$ cat src/rtl/mmu_pte_fetch_responder.sv
// mmu_pte_fetch_responder
//   Responder end of the page-table-walker PTE fetch path. Takes one PTE
//   address request at a time, reads the 32-bit PTE through a synchronous
//   memory/dcache read port, and hands the PTE back to the walker. Any fetch
//   that cannot produce a real PTE (misaligned address, bus error, timeout)
//   returns 32'h0, so the walker sees V=0 and raises a page fault.
//
// Ports
//   clk, rst             single clock, synchronous active-high reset
//   i_ptw_rsp_drive_1    request pulse from the walker
//   i_ptw_rsp_data_48    {l1Way[47:44], reqIndex[43:38], pteAddr[37:4],
//                         cpuMode[3:2], reqType[1:0]}
//   o_rsp_ptw_free_1     pulse one cycle after a request is captured
//   o_rsp_mem_valid_1    memory read request valid
//   i_mem_rsp_ready_1    memory accepts the read when valid && ready
//   o_rsp_mem_addr_34    word-aligned PTE byte address
//   i_mem_rsp_valid_1    read data valid (single cycle)
//   i_mem_rsp_data_32    read data
//   i_mem_rsp_err_1      bus error, qualified by i_mem_rsp_valid_1
//   o_rsp_ptw_drive_1    pulse: PTE is available on o_rsp_ptw_data_32
//   o_rsp_ptw_data_32    returned PTE, stable from drive pulse to free pulse
//   i_ptw_rsp_free_1     pulse: walker consumed the PTE
//   o_proto_err_1        sticky: request arrived while busy (cleared by rst)
//
// Handshakes
//   Memory side is valid/ready: valid and address stay constant until the
//   cycle in which valid && ready, which is the single transfer. Walker side
//   uses one-cycle pulses in both directions; a pulse arriving in a state
//   that does not expect it is ignored (a busy-time request is dropped and
//   flagged on o_proto_err_1).
module mmu_pte_fetch_responder #(
  parameter int unsigned TIMEOUT_CYCLES = 255,
  parameter int unsigned CNT_W          = 16
) (
  input  logic        clk,
  input  logic        rst,
  input  logic        i_ptw_rsp_drive_1,
  input  logic [47:0] i_ptw_rsp_data_48,
  output logic        o_rsp_ptw_free_1,
  output logic        o_rsp_mem_valid_1,
  input  logic        i_mem_rsp_ready_1,
  output logic [33:0] o_rsp_mem_addr_34,
  input  logic        i_mem_rsp_valid_1,
  input  logic [31:0] i_mem_rsp_data_32,
  input  logic        i_mem_rsp_err_1,
  output logic        o_rsp_ptw_drive_1,
  output logic [31:0] o_rsp_ptw_data_32,
  input  logic        i_ptw_rsp_free_1,
  output logic        o_proto_err_1
);

  typedef enum logic [2:0] {
    S_IDLE = 3'd0,
    S_REQ  = 3'd1,
    S_WAIT = 3'd2,
    S_RESP = 3'd3,
    S_HOLD = 3'd4
  } state_e;

  localparam logic [CNT_W-1:0] TO_LAST = CNT_W'(TIMEOUT_CYCLES - 1);

  state_e           state_q, state_d;
  logic [33:0]      addr_q, addr_d;
  logic [31:0]      data_q, data_d;
  logic [CNT_W-1:0] cnt_q, cnt_d;
  logic             free_q, free_d;
  logic             proto_err_q, proto_err_d;

  logic [33:0]      req_addr;
  logic             unused_req_fields;

  assign req_addr = i_ptw_rsp_data_48[37:4];
  // Way, index, mode and type travel with the walker's own bookkeeping;
  // the responder only needs the address.
  assign unused_req_fields = ^{i_ptw_rsp_data_48[47:38], i_ptw_rsp_data_48[3:0]};

  always_comb begin
    state_d     = state_q;
    addr_d      = addr_q;
    data_d      = data_q;
    cnt_d       = cnt_q;
    free_d      = 1'b0;
    proto_err_d = proto_err_q | (i_ptw_rsp_drive_1 && (state_q != S_IDLE));

    case (state_q)
      S_IDLE: begin
        if (i_ptw_rsp_drive_1) begin
          addr_d = req_addr;
          free_d = 1'b1;
          if (req_addr[1:0] != 2'b00) begin
            // A misaligned PTE address never touches memory.
            data_d  = 32'h0;
            state_d = S_RESP;
          end else begin
            state_d = S_REQ;
          end
        end
      end
      S_REQ: begin
        if (i_mem_rsp_ready_1) begin
          cnt_d   = '0;
          state_d = S_WAIT;
        end
      end
      S_WAIT: begin
        cnt_d = cnt_q + CNT_W'(1);
        // Data is checked before the timeout so a response landing in the
        // last allowed cycle is still delivered.
        if (i_mem_rsp_valid_1) begin
          data_d  = i_mem_rsp_err_1 ? 32'h0 : i_mem_rsp_data_32;
          state_d = S_RESP;
        end else if (cnt_q == TO_LAST) begin
          data_d  = 32'h0;
          state_d = S_RESP;
        end
      end
      S_RESP: begin
        state_d = S_HOLD;
      end
      S_HOLD: begin
        if (i_ptw_rsp_free_1) begin
          state_d = S_IDLE;
        end
      end
      default: begin
        state_d = S_IDLE;
      end
    endcase
  end

  always_ff @(posedge clk) begin
    if (rst) begin
      state_q     <= S_IDLE;
      addr_q      <= '0;
      data_q      <= '0;
      cnt_q       <= '0;
      free_q      <= 1'b0;
      proto_err_q <= 1'b0;
    end else begin
      state_q     <= state_d;
      addr_q      <= addr_d;
      data_q      <= data_d;
      cnt_q       <= cnt_d;
      free_q      <= free_d;
      proto_err_q <= proto_err_d;
    end
  end

  assign o_rsp_ptw_free_1  = free_q;
  assign o_rsp_mem_valid_1 = (state_q == S_REQ);
  assign o_rsp_mem_addr_34 = addr_q;
  assign o_rsp_ptw_drive_1 = (state_q == S_RESP);
  assign o_rsp_ptw_data_32 = data_q;
  assign o_proto_err_1     = proto_err_q;

endmodule

$ cat config.mk
export PLATFORM = sky130hd
export DESIGN_NAME = mmu_pte_fetch_responder
export DESIGN_NICKNAME = d
export VERILOG_FILES = /design/src/rtl/mmu_pte_fetch_responder.sv
export SDC_FILE = /design/constraint.sdc
export NUM_CORES = 1
export LEC_CHECK = 0
export ABC_AREA = 1
export CAP_MARGIN = 20
export CORE_AREA = 2 2 100 102
export DETAILED_ROUTE_END_ITERATION = 8
export DIE_AREA = 0 0 102 104
export GPL_TIMING_DRIVEN = 0
export PLACE_DENSITY = 0.78
export SLEW_MARGIN = 0
export SYNTH_ARGS = -nofsm -noshare
export SYNTH_HDL_FRONTEND = slang
export SYNTH_SLANG_ARGS = --single-unit
$ cat constraint.sdc
create_clock -name clk -period 2 [get_ports clk]
set_clock_uncertainty 0.05 [all_clocks]
set_input_delay 0.4 -clock clk [delete_from_list [all_inputs] [get_ports clk]]
set_output_delay 0.4 -clock clk [all_outputs]
set_load 0.1 [all_outputs]
* Yosys cells after proc, flatten, opt, wreduce, memory -nomap -nowiden
Cells that the tools add are included.
Storage, ports and cells: register bits 87, bits of input ports 87, output and inout bits 70, word-level logic and storage cells 46
Cells by class: add/subtract/negate cells 1, equality and inequality tests 10, muxes and demuxes 16, bitwise operators 2, reduce and logical (&&, ||, !) cells 11
Operator list (number):
- $mux W32 | 5
- $pmux W32 S2 | 1
- $pmux W16 S2 | 1
- $add A16 B1 Y16 const B | 1
- $eq A16 B8 Y1 const B | 1
- $mux W16 | 1
- $mux W3 | 5
- $pmux W3 S5 | 1
- $reduce_and A4 Y1 | 2
- $eq A3 B2 Y1 const B | 2
- $ne A2 B2 Y1 const B | 3
- $reduce_bool A2 Y1 | 3
- $reduce_and A2 Y1 | 2
- $eq A3 B1 Y1 const B | 1
- $eq A3 B3 Y1 const B | 1
- $logic_not A3 Y1 | 1
- $ne A3 B3 Y1 const B | 1
- $reduce_bool A3 Y1 | 1
- $mux W2 | 1
- $ne A2 B1 Y1 const B | 1
- $reduce_or A2 Y1 | 1
- $logic_and A1 B1 Y1 | 1
- $mux W1 | 1
- $not A1 Y1 | 1
- $or A1 B1 Y1 | 1

* Logic depth before layout (Yosys ltp)
Gate-level depths: netlist (run 1).
word-level depth 4, gate-level depth with buffers 11, gate-level depth less buffers 10

* Least setup slack after synthesis (run 1)
OpenSTA, ideal clock, no wires.
path type register to register, from register state_q[1], to register cnt_q[2], library setup time 0.132 ns, arrival time 3.432 ns, required time 1.818 ns, path slack -1.614 ns, stages on the path, launching flop included 7, path buffers 0, period minus slack after synthesis 3.614 ns, path through dfxtp_1 nor3_1 nand2_1 nand2_1 inv_1 nand2_1 a21oi_1
On the way: cells in the longest elaborated chain, start to end 3, elaborated cells between the ends (all ways) 6, those cells by class eq/ne (3); mux (1); reduce/logical (2)
Ends and longest elaborated chain:
- start, declared | RTL line 62 | state_e state_q, state_d;
- start signal, assigned | RTL line 140 | state_q <= state_d;
- $eq A3 B1 Y1 (*)
- net o_rsp_mem_valid_1 | RTL line 40 | output logic o_rsp_mem_valid_1,
- $ne A2 B1 Y1 (no source line) / $reduce_bool A2 Y1 (equally long branches)
- $reduce_and A2 Y1 (no source line)
- end signal, assigned | RTL line 143 | cnt_q <= cnt_d;
- end, declared | RTL line 65 | logic [CNT_W-1:0] cnt_q, cnt_d;
Mark *: on every way through the listed nets, which the timed path passes. The rest lies on a longest branch. A chain may end at the register's enable or synchronous reset.

* Final worst setup path (run 1)
from register data_q[14], in the netlist o_rsp_ptw_data_32[14], to output o_rsp_ptw_data_32[14]
RTL lines:
- start, declared | RTL line 64 | logic [31:0] data_q, data_d;
- start signal, assigned | RTL line 142 | data_q <= data_d;
- end, declared | RTL line 47 | output logic [31:0] o_rsp_ptw_data_32,
No word-level cell between the ends.

==> flow_metrics.tcl, run 1 <==
set metrics [dict create \
    num_vias 4388 \
    synthMostInstantiatedCell "nand2_1" \
    crit_path_max_incr_delay_ns 0.83 \
    netlist_top_cells_area "dfxtp_1 (42%), nand2_1 (16%), inv_1 (8.8%), a21oi_1 (5.9%), nand4_1 (5.8%)" \
    power.density_cell_area_nw_per_um2 1755 \
    final-hold-violation-count 0 \
    cts_repair_resize_count 173 \
    finalCriticalPeriod_ns 1.971 \
    drt_drc_violations_left 0 \
    synthesis.instances 619 \
    ctsLongestPathBuffers 2 \
    synth_sequential_area_ratio_pct 42.43 \
    synth_area_leader_cell "dfxtp_1" \
    kind_of_critical_path "flop to output port" \
    fp.dieW_um 102 \
    async_flop_share_pct 0 \
    coreArea_sq_um 9549 \
    grt_max_degree 14 \
    globalRoute.totalOverflow 0 \
    timing.final.ws_setup_ns 0.02916 \
    fp.dieH_um 104 \
    cts.root.buffer_cell "clkbuf_8" \
    holdBufCountCts 0 \
    drt_initial_violations 203 \
    syn_nets 708 \
    flop_and_latch_count_out_of_synthesis 87 \
    clk_transition_reported_paths_ns 0.08 \
    dp_hpwl_um 8586 \
    max_freq_mhz 507.4 \
    total_leakage_power_nw 2.574 \
    dieArea_sq_um 10610 \
    drtAntennaViolNets 0 \
    place_congestion 0.8774 \
    tritoncts "yes" \
    fillCellCount 918 \
    slew_viol_final 0 \
    totalWireLength_um 11490 \
    ys_types 25 \
    numClockSinks 87 \
    std_cell_rows 36 \
    path_buf_inv 1 \
    detail_route.wl_per_cell_um 12.68 \
    synthesis.yosys.warnings 0 \
    route.detailed.vias_per_inst 4.843 \
    post_synth_top_cells "nand2_1 (174), inv_1 (96), dfxtp_1 (87)" \
    ios 157 \
    startpoint_type "flop" \
    grt_setup_unrepaired "false" \
    detailedRoute.firstPassIterationCount 5 \
    vdd_ir_drop_max_mv 0.9053 \
    crit_required_ns 1.55 \
    initial_antenna_violation_count 0 \
    syn_avg_cell_area_sq_um 6.632 \
    cp_top_family "buffers and inverters" \
    cp_max_fo 2 \
    cts_made_buffers 9 \
    clock_latency_ns 0.36 \
    grt_first_pass_wirelength_um 18990 \
    syn_area_sq_um 4105 \
    final_net_count 859 \
    port-buffer-count 140 \
    area_growth_pct 40.17 \
    outcome "complete, no violations" \
    crit_slowest_cell "clkdlybuf4s15_1" \
    worstSetupEndpointType "output port" \
    min_path_type "flop to flop" \
    final-setup-viol-count 0 \
    dp_worst_setup_slack_ns -0.4183 \
    postCtsSetupRepairBufs 0 \
    worst_slew_pin_slew_ns 0.9550 \
    first_global_vias 4249 \
    htree_levels 3 \
    maxSlewHeadroom_pct 36.58 \
    critPathArrivalTime_ns 1.52 \
    crit_path_cell_trace "clkdlybuf4s15_1" \
    finalCritPeriodShare_pct 98.54 \
    setup_tns_ns 0 \
    post_route_cells_drive_above_1_share_pct 14.62 \
    drv.max_cap_violation_count 0 \
    antenna_cells_inserted 0 \
    synth_enable_flop_cells 0 \
    yosys.area.top_type_share_pct 42.43 \
    ys_dominant_reg_cell "dfxtp_1" \
    floorplan.initialDensity_pct 42.99 \
    grt_use_total_pct 22.12 \
]
registers in the layout, indices dropped and copies added (netlist names):
name	cells
state_q	3
o_rsp_mem_addr_34	34
cnt_q	16
o_proto_err_1	1
o_rsp_ptw_data_32	32
o_rsp_ptw_free_1	1
metrics by stage:
stage	total power [mW]	hold slack [ns]	instance area, sq um	cells	utilization, %
after floorplan	7.688	0.4034	4130	619	-
final	10.10	0.4092	5754	906	60.26
after CTS	10.23	0.4141	5909	906	61.88
after global routing	10.71	0.4408	5754	906	60.26
after global placement	9.079	0.3881	5698	892	59.67
after detailed placement	9.180	0.3999	5698	892	59.67
kinds of logic (layout without fill, tap and decap cells):
logic type / after synthesis / after routing / share of synthesized area, %
buffers and inverters: 134 / 288 / 13.38
and+or+nand+nor: 331 / 331 / 34.99
adders and majority gates: 2 / 2 / 0.6095
AOI/OAI and AO/OA: 65 / 65 / 8.595
DFF: 87 / 87 / 42.43
layout make-up:
class	count	area, sq um	area share [%]
Clock inverter	4	47.55	0.8263
Inverter	99	371.6	6.458
Tap cell	133	166.4	2.892
Clock buffer	10	137.6	2.392
Timing Repair Buffer	140	1269	22.05
Buffer	35	177.7	3.088
Sequential cell	87	1743	30.29
Multi-Input combinational cell	398	1842	32.01
power breakdown:
group          total, mW  internal (mW)  switching [mW]  leakage (nW)
Combinational       6.42           1.44            4.98          1.77
Clock               1.21          0.594           0.620        0.0940
Sequential          2.47           2.20           0.271         0.712
cells in the final DEF (no fill, tap or decap), types with 3 or more instances in the layout:
master	Yosys	final
nand2_1	174	172
buf_2	19	19
clkbuf_1	13	13
buf_6	3	3
o21ai_0	10	10
inv_1	96	96
clkdlybuf4s15_2	0	26
clkbuf_2	0	32
nand3_1	44	44
dfxtp_1	87	86
clkdlybuf4s50_1	0	70
clkdlybuf4s15_1	0	10
clkbuf_8	0	10
nand2_2	2	4
or2_2	3	3
nand4_1	38	38
a21oi_1	48	48
nor2_1	60	60
nor3_1	5	3
nor2_2	3	3
routing by layer:
layer / share of wire (%) / GRT usage (%) / vias to the layer above
met5: 0 / 0 / -
met4: 2.0 / 9.333 / 0
met3: 10 / 8.065 / 18
met2: 45 / 35.43 / 177
met1: 42 / 26.48 / 1955
li1: - / - / 2238
worst paths after layout:
path	from	end	slack [ns]	cells past startpoint
hold reg to reg	o_proto_err_1	o_proto_err_1	0.41	2
setup reg to reg	state_q[2]	state_q[0]	0.24	8
setup / recovery	o_rsp_ptw_data_32[14]	o_rsp_ptw_data_32[14]	0.03	1
hold / removal	o_proto_err_1	o_proto_err_1	0.41	2
Power figures use the tool's default switching activity.
==> run 2, diff against run 1 <==
GPL_TIMING_DRIVEN = 1   (was 0)
==> flow_metrics.tcl, run 2 (synthesized netlist as in run 1, its figures left out) <==
set metrics [dict create \
    holdBufCountCts 0 \
    grt_setup_unrepaired "false" \
    coreArea_sq_um 9549 \
    crit_slowest_cell "dfxtp_1" \
    detail_route.wl_per_cell_um 12.27 \
    startpoint_type "flop" \
    total_leakage_power_nw 2.660 \
    min_path_type "flop to flop" \
    final-hold-violation-count 0 \
    kind_of_critical_path "flop to output port" \
    crit_path_cell_trace "inv_2 -> nor3_4 -> buf_12" \
    layout.cells.non_filler 889 \
    worst_slew_pin_slew_ns 0.4681 \
    dp_worst_setup_slack_ns 0.07435 \
    power.density_cell_area_nw_per_um2 1806 \
    max_freq_mhz 525.7 \
    dp.cells 873 \
    ctsLongestPathBuffers 2 \
    postLayoutCellArea_sq_um 5793 \
    outcome "complete, no violations" \
    detailedRoute.firstPassIterationCount 4 \
    setup_tns_ns 0 \
    std_cell_rows 36 \
    drv.max_cap_violation_count 0 \
    post_route_cells_drive_above_1_share_pct 15.08 \
    fp.dieH_um 104 \
    cp_max_fo 6 \
    worstSetupEndpointType "output port" \
    dieArea_sq_um 10610 \
    grt_max_degree 45 \
    postCtsSetupRepairBufs 0 \
    worstHoldStart "o_rsp_mem_addr_34[4]" \
    first_global_vias 4231 \
    tritoncts "yes" \
    timing.final.ws_setup_ns 0.09766 \
    final-setup-viol-count 0 \
    power.total_mw 10.46 \
    port-buffer-count 142 \
    floorplan.initialDensity_pct 42.99 \
    slew_viol_final 0 \
    totalWireLength_um 10910 \
    whs_ns 0.4150 \
    maxSlewHeadroom_pct 68.79 \
    drt_initial_violations 202 \
    final_net_count 840 \
    clk_transition_reported_paths_ns 0.08 \
    area_growth_pct 41.12 \
    drt_drc_violations_left 0 \
    fp.dieW_um 102 \
    htree_levels 3 \
    cts_repair_resize_count 0 \
    mostFrequentLayoutCell "nand2_1" \
    cts.root.buffer_cell "clkbuf_8" \
    critPathArrivalTime_ns 1.45 \
    crit_path_max_incr_delay_ns 0.52 \
    drtAntennaViolNets 0 \
    num_vias 4295 \
    vdd_ir_drop_max_mv 1.000 \
    largest_register_ff_count 34 \
    crit_start "state_q[1]" \
    globalRoute.totalOverflow 0 \
    initial_antenna_violation_count 0 \
    grt_first_pass_wirelength_um 18530 \
    dpl-instance-area_sq_um 5570 \
    cts_made_buffers 9 \
    finalCritPeriodShare_pct 95.12 \
    ios 157 \
    crit_required_ns 1.55 \
    highest_count_cells_in_the_layout_ignoring_fill_and_taps "nand2_1 (173), inv_1 (96), dfxtp_1 (87), buf_4 (76), clkdlybuf4s50_1 (72)" \
    route.detailed.vias_per_inst 4.831 \
    finalCriticalPeriod_ns 1.902 \
    numClockSinks 87 \
    clock_latency_ns 0.36 \
    reg2reg_from "cnt_q[6]" \
    post-route-util_pct 60.67 \
    dp_hpwl_um 7745 \
    antenna_cells_inserted 0 \
    grt_use_total_pct 21.21 \
    place_congestion 0.8573 \
]
[run 2: final cells by class]
cell class	count	area (sq um)
Multi-Input combinational cell	398	1839
Clock inverter	5	81.33
Sequential cell	87	1742
Clock buffer	11	141.4
Fill cell	911	3756
Inverter	99	371.6
Tap cell	133	166.4
Timing Repair Buffer	156	1451
[run 2: power breakdown]
group / internal, mW / leakage (nW) / switching, mW / total, mW
registers: 2.19 / 0.712 / 0.269 / 2.46
logic: 1.65 / 1.84 / 5.00 / 6.64
clock network: 0.738 / 0.110 / 0.620 / 1.36
[run 2: worst paths after layout]
| path | end | slack [ns] | cells past startpoint |
|---|---|---|---|
| worst max-delay path | o_rsp_ptw_drive_1 | 0.1 | 3 |
| worst min-delay path | o_rsp_mem_addr_34[4] | 0.42 | 2 |
| worst max register to register | o_rsp_ptw_data_32[2] | 0.25 | 10 |
| worst min register to register | o_rsp_mem_addr_34[4] | 0.42 | 2 |
[run 2: metal layers]
layer	global-route usage, %	wire length (um)	vias up
li1	-	-	2209
met1	25.31	4637	1921
met2	35.06	5094	152
met3	6.183	980	13
met4	9.143	198	0
met5	0	0	-
[run 2: worst max-delay path, delay by kind of cell, from the launching register on]
kind                   cells  cell delay (ns)
AND/OR/NAND/NOR            1             0.20
buffers and inverters      2             0.37
flip-flops                 1             0.52
